===== config.mk =====
export PLATFORM = sky130hd
export DESIGN_NAME = out_fm_tile_scheduler
export DESIGN_NICKNAME = d
export VERILOG_FILES = /design/src/rtl/out_fm_tile_scheduler.sv
export SDC_FILE = /design/constraint.sdc
export NUM_CORES = 1
export LEC_CHECK = 0
export CORE_MARGIN = 5
export CORE_UTILIZATION = 40
export DETAILED_ROUTE_END_ITERATION = 6
export GPL_ROUTABILITY_DRIVEN = 0
export PLACE_DENSITY = 0.65
export SKIP_LAST_GASP = 1
export SLEW_MARGIN = 40
export SYNTH_ARGS = -nofsm -noshare
export SYNTH_HDL_FRONTEND = slang
export SYNTH_SLANG_ARGS = --single-unit

===== constraint.sdc =====
create_clock -name clk -period 4.8 [get_ports clk]
set_input_delay 0.72 -clock clk [delete_from_list [all_inputs] [get_ports clk]]
set_output_delay 0.72 -clock clk [all_outputs]
set_load 0.005 [all_outputs]

===== src/rtl/out_fm_tile_scheduler.sv =====
`default_nettype none
// ============================================================================
// out_fm_tile_scheduler : walks output-feature-map tile bases (n,row,col) and
// sequences one tile load at a time.            Revision: 1.0
// ============================================================================
module out_fm_tile_scheduler #(
  parameter int CW = 16,
  parameter int N  = 32,
  parameter int R  = 64,
  parameter int C  = 32,
  parameter int Tn = 16,
  parameter int Tr = 64,
  parameter int Tc = 16
) (
  input  logic          clk,
  input  logic          rst,
  input  logic          start,
  input  logic          abort,
  output logic          ld_start,
  input  logic          ld_done,
  output logic          tile_valid,
  input  logic          tile_ack,
  output logic [CW-1:0] tile_base_n,
  output logic [CW-1:0] tile_base_row,
  output logic [CW-1:0] tile_base_col,
  output logic [CW-1:0] tile_idx,
  output logic          last_tile,
  output logic          busy,
  output logic          done
);

  typedef enum logic [2:0] {
    S_IDLE    = 3'd0,
    S_LOAD    = 3'd1,
    S_WAIT_LD = 3'd2,
    S_READY   = 3'd3,
    S_DONE    = 3'd4
  } state_t;

  localparam logic [CW:0] c_n  = (CW+1)'(N);
  localparam logic [CW:0] c_r  = (CW+1)'(R);
  localparam logic [CW:0] c_c  = (CW+1)'(C);
  localparam logic [CW:0] c_tn = (CW+1)'(Tn);
  localparam logic [CW:0] c_tr = (CW+1)'(Tr);
  localparam logic [CW:0] c_tc = (CW+1)'(Tc);

  state_t        r_state, w_state_nxt;
  logic [CW-1:0] r_base_n, r_base_row, r_base_col, r_idx;
  logic [CW-1:0] w_base_n_nxt, w_base_row_nxt, w_base_col_nxt, w_idx_nxt;

  // Sums carry one extra bit so a base near the top of the range cannot wrap.
  logic [CW:0] w_sum_n, w_sum_row, w_sum_col;
  logic        w_n_end, w_row_end, w_col_end;

  assign w_sum_n   = {1'b0, r_base_n}   + c_tn;
  assign w_sum_row = {1'b0, r_base_row} + c_tr;
  assign w_sum_col = {1'b0, r_base_col} + c_tc;
  assign w_n_end   = (w_sum_n   >= c_n);
  assign w_row_end = (w_sum_row >= c_r);
  assign w_col_end = (w_sum_col >= c_c);

  always_ff @(posedge clk or negedge rst) begin
    if (!rst) begin
      r_state    <= S_IDLE;
      r_base_n   <= '0;
      r_base_row <= '0;
      r_base_col <= '0;
      r_idx      <= '0;
    end else begin
      r_state    <= w_state_nxt;
      r_base_n   <= w_base_n_nxt;
      r_base_row <= w_base_row_nxt;
      r_base_col <= w_base_col_nxt;
      r_idx      <= w_idx_nxt;
    end
  end

  always_comb begin
    w_state_nxt    = r_state;
    w_base_n_nxt   = r_base_n;
    w_base_row_nxt = r_base_row;
    w_base_col_nxt = r_base_col;
    w_idx_nxt      = r_idx;
    case (r_state)
      S_IDLE: begin
        if (start) begin
          w_base_n_nxt   = '0;
          w_base_row_nxt = '0;
          w_base_col_nxt = '0;
          w_idx_nxt      = '0;
          w_state_nxt    = S_LOAD;
        end
      end
      S_LOAD:    w_state_nxt = S_WAIT_LD;
      S_WAIT_LD: if (ld_done) w_state_nxt = S_READY;
      S_READY: begin
        if (tile_ack) begin
          if (last_tile) begin
            w_state_nxt = S_DONE;
          end else begin
            // Column fastest, then row, then channel.
            w_base_col_nxt = w_col_end ? '0 : w_sum_col[CW-1:0];
            if (w_col_end) begin
              w_base_row_nxt = w_row_end ? '0 : w_sum_row[CW-1:0];
              if (w_row_end) w_base_n_nxt = w_sum_n[CW-1:0];
            end
            w_idx_nxt   = r_idx + 1'b1;
            w_state_nxt = S_LOAD;
          end
        end
      end
      S_DONE:  w_state_nxt = S_IDLE;
      default: w_state_nxt = S_IDLE;
    endcase
    // Abort wins over everything but leaves the bases and index untouched.
    if (abort) begin
      w_state_nxt    = S_IDLE;
      w_base_n_nxt   = r_base_n;
      w_base_row_nxt = r_base_row;
      w_base_col_nxt = r_base_col;
      w_idx_nxt      = r_idx;
    end
  end

  always_comb begin
    ld_start   = (r_state == S_LOAD);
    tile_valid = (r_state == S_READY);
    done       = (r_state == S_DONE);
    busy       = (r_state != S_IDLE);
    last_tile  = w_col_end && w_row_end && w_n_end;
  end

  assign tile_base_n   = r_base_n;
  assign tile_base_row = r_base_row;
  assign tile_base_col = r_base_col;
  assign tile_idx      = r_idx;

endmodule
`default_nettype wire


==> results.sh <==
export IMPL_outcome="completed"
export IMPL_synth_area_leaders="dfrtp_1 45%, nor2b_1 3.9%, buf_4 3.6%, and2_1 3.2%, or4_1 3.1%"
export IMPL_start_kind="register"
export IMPL_place_hpwl_mm=4.658
export IMPL_area_delta_synth_final_pct=26.50
export IMPL_core_um2=7176
export IMPL_worst_slack_ns=0.8092
export IMPL_timing_rr_end="tile_base_row[8]$_DFFE_PN0P_"
export IMPL_worstHoldPathType="in2async"
export IMPL_clock_fmax_ghz=0.2506
export IMPL_drv_cap=0
export IMPL_r2r_start="tile_base_col[4]$_DFFE_PN0P_"
export IMPL_p_leak_nw=1.608
export IMPL_fp_dieH_um=95.48
export IMPL_max_clock_path_buffers=2
export IMPL_cts_root_buf="clkbuf_8"
export IMPL_regArea_um2=1326
export IMPL_synth_top_area_share_pct=45.38
export IMPL_period_share_pct=83.14
export IMPL_cts_hold_buf=0
export IMPL_synth_common_cells="53 x dfrtp_1, 23 x nand2_1, 18 x nor2b_1"
export IMPL_slew_viol_final=0
export IMPL_dieArea_um2=9116
export IMPL_grt_max_degree=54
export IMPL_start_util_pct=40.73
export IMPL_synth_avg_cell_area_um2=9.614
export IMPL_vias=2486
export IMPL_synth_async_sr_flop_share_pct=100.0
export IMPL_antennaDiodeCount=0
export IMPL_drc=0
export IMPL_netlist_area_um2=2923
export IMPL_antenna_found_initial=0
export IMPL_fill_cells=659
export IMPL_worst_pin_slew_ns=0.6616
export IMPL_reg2regPathDepth=10
export IMPL_seq_area_frac_synth_pct=45.38
export IMPL_groute_usage_overall_pct=15.28
export IMPL_cp_data_arrival_time_ns=3.27
export IMPL_p_int_w=0.0006375
export IMPL_die_w_um=95.48
export IMPL_clkLatencyLatePin_ns=0.32
export IMPL_crit_type="reg2out"
export IMPL_ctsResizeCount=0
export IMPL_min_period_ns=3.991
export IMPL_ys_types=52
export IMPL_power_density_nw_per_um2=224.6
export IMPL_viasPerCell=5.323
export IMPL_p_seq_share_pct=54.6
export IMPL_path_max_fanout=11
export IMPL_grt_pass1_vias=2318
export IMPL_clock_skew_ns=0.01371
export IMPL_synthCells=304
export IMPL_ys_warn_count=0
export IMPL_slew_headroom_pct=55.89
export IMPL_switching_power_w=0.0001928
export IMPL_routed_wl_mm=6.612
export IMPL_crit_required_ns=4.08
export IMPL_rsz0062_at_grt="false"
export IMPL_pwr_share_comb_pct=6.8
export IMPL_timing_critical_path_cells="ha_1, nand4_1, or4b_4, a2111oi_4, nand3_2, o211ai_2, inv_1, clkdlybuf4s50_1"
export IMPL_cts_tree="built"
export IMPL_slowest_stage="or4b_4"
export IMPL_synth_edff_count=0
export IMPL_ys_seq_elements=53
export IMPL_first_pass_iters=5
export IMPL_pre_cts_slack_ns=1.179
export IMPL_worst_path_buf_inv=2
export IMPL_final_antenna_net_count=0
export IMPL_cts_buffers=5
export IMPL_nNetsFinal=380
export IMPL_drt_initial_drc_count=147
export IMPL_wire_per_inst_um=14.16
export IMPL_finalHoldViolations=0
export IMPL_multiInputGateArea_um2=1479
export IMPL_synth_most_common_cell="dfrtp_1"
export IMPL_htreeDepth=2
export IMPL_rows=31
export IMPL_clkSinkCount=53
export IMPL_end_kind="output port"
export IMPL_clkSlewWorstSetupHoldPaths_ns=0.10
export IMPL_clock_power_share_pct=38.6
export IMPL_grt_first_pass_wirelength_mm=11.13
export IMPL_r2r_slack_ns=1.36
export IMPL_fin_tns_setup_ns=0
export IMPL_setup_viol=0
export IMPL_cpPeakStageDelay_ns=0.52
export IMPL_ir_worst_vdd_v=0.00009527
export IMPL_port_buffers=60
export IMPL_io_pins=75
export IMPL_switching_share_pct=23.22
export IMPL_critPathTopFamily="compound AO/OA/AOI/OAI gates"
export IMPL_drive_above_1_share_pct=5.978
export IMPL_synth_largest_area_cell="dfrtp_1"
export IMPL_overflow=0
export IMPL_synth_ff_type="dfrtp_1"
export IMPL_cts_setup_buffers=0
## worst max path at each step
stage                     slack [ns]  cells after the start                    startpoint         to
after floorplan                 1.90                      8  tile_base_col[4]$_DFFE_PN0P_  last_tile
after global placement          1.27                      8  tile_base_col[4]$_DFFE_PN0P_  last_tile
after CTS                       0.79                      8  tile_base_col[4]$_DFFE_PN0P_  last_tile
after global routing            0.57                      8  tile_base_col[4]$_DFFE_PN0P_  last_tile
final                           0.81                      8  tile_base_col[4]$_DFFE_PN0P_  last_tile
after detailed placement        1.18                      8  tile_base_col[4]$_DFFE_PN0P_  last_tile
## stage by stage
step | util [%] | instances | cell area, µm² | power (W) | hold WS, ns
6_report | 51.53 | 467 | 3697 | 0.0008302 | 0.5058
5_1_grt | 51.53 | 467 | 3697 | 0.0008595 | 0.5759
4_1_cts | 51.47 | 467 | 3694 | 0.0008375 | 0.5347
3_5_place_dp | 49.80 | 459 | 3573 | 0.0005184 | 0.5197
3_3_place_gp | 49.80 | 459 | 3573 | 0.0005184 | 0.5303
2_1_floorplan | - | 317 | 2972 | 0.0004986 | 0.4244
## final cells by class
type,count,area share [%]
timing repair buffer,62,16.51
multi-input combinational,235,40.00
clock buffer,6,2.234
sequential,53,35.87
inverter,10,1.015
tap,99,3.350
clock inverter,2,1.015
## flip-flops by register name, summed over array words and instances, names as in the netlist
signal,cells
r_state,3
tile_base_col,12
tile_base_n,12
tile_base_row,10
tile_idx,16
## cells in the final DEF, fill, tap and decap left out, drive strengths merged, types with 3 or more instances in the layout
master | Yosys | final
a21oi | 14 | 14
ha | 7 | 7
and2 | 15 | 15
nor4 | 3 | 3
or4 | 12 | 12
and3 | 8 | 8
clkdlybuf4s50 | 0 | 59
conb | 1 | 14
nand2b | 3 | 3
o211ai | 3 | 3
nand2 | 23 | 23
nor2 | 16 | 16
or3 | 4 | 4
o21ai | 13 | 13
o31ai | 10 | 10
buf | 16 | 3
inv | 10 | 10
nand3 | 12 | 12
nand4 | 9 | 9
nor3 | 8 | 8
nand3b | 3 | 3
clkbuf | 3 | 6
xnor2 | 5 | 5
nor2b | 18 | 18
and4 | 3 | 3
a31oi | 5 | 5
dfrtp | 53 | 53
## power groups by stage
stage / sequential (W) / clock [W] / combinational, W
detailed placement: 0.000462 / 0 / 0.0000564
global route: 0.000454 / 0.000340 / 0.0000650
CTS: 0.000453 / 0.000327 / 0.0000570
global placement: 0.000462 / 0 / 0.0000567
finish: 0.000453 / 0.000321 / 0.0000564
floorplan: 0.000461 / 0 / 0.0000377
## metal layers
metal  vias to the layer above  global-route usage [%]  routed length [µm]
met2                        58                   24.66                3189
met3                        12                   3.157                 395
met1                      1200                   20.30                2930
met5                         -                       0                   0
met4                         0                   5.450                  96
li1                       1216                       -                   -
## kinds of logic after synthesis
logic type / after synthesis / synth area share [%]
xor gates and xnor gates: 7 / 2.098
buffers and inverters: 29 / 5.822
DFF: 53 / 45.38
other: 1 / 0.1283
AOI/OAI and AO/OA: 64 / 15.41
and+or+nand+nor: 143 / 28.17
adders and majority gates: 7 / 2.996
Note: power is estimated with default switching activity, not from simulation.
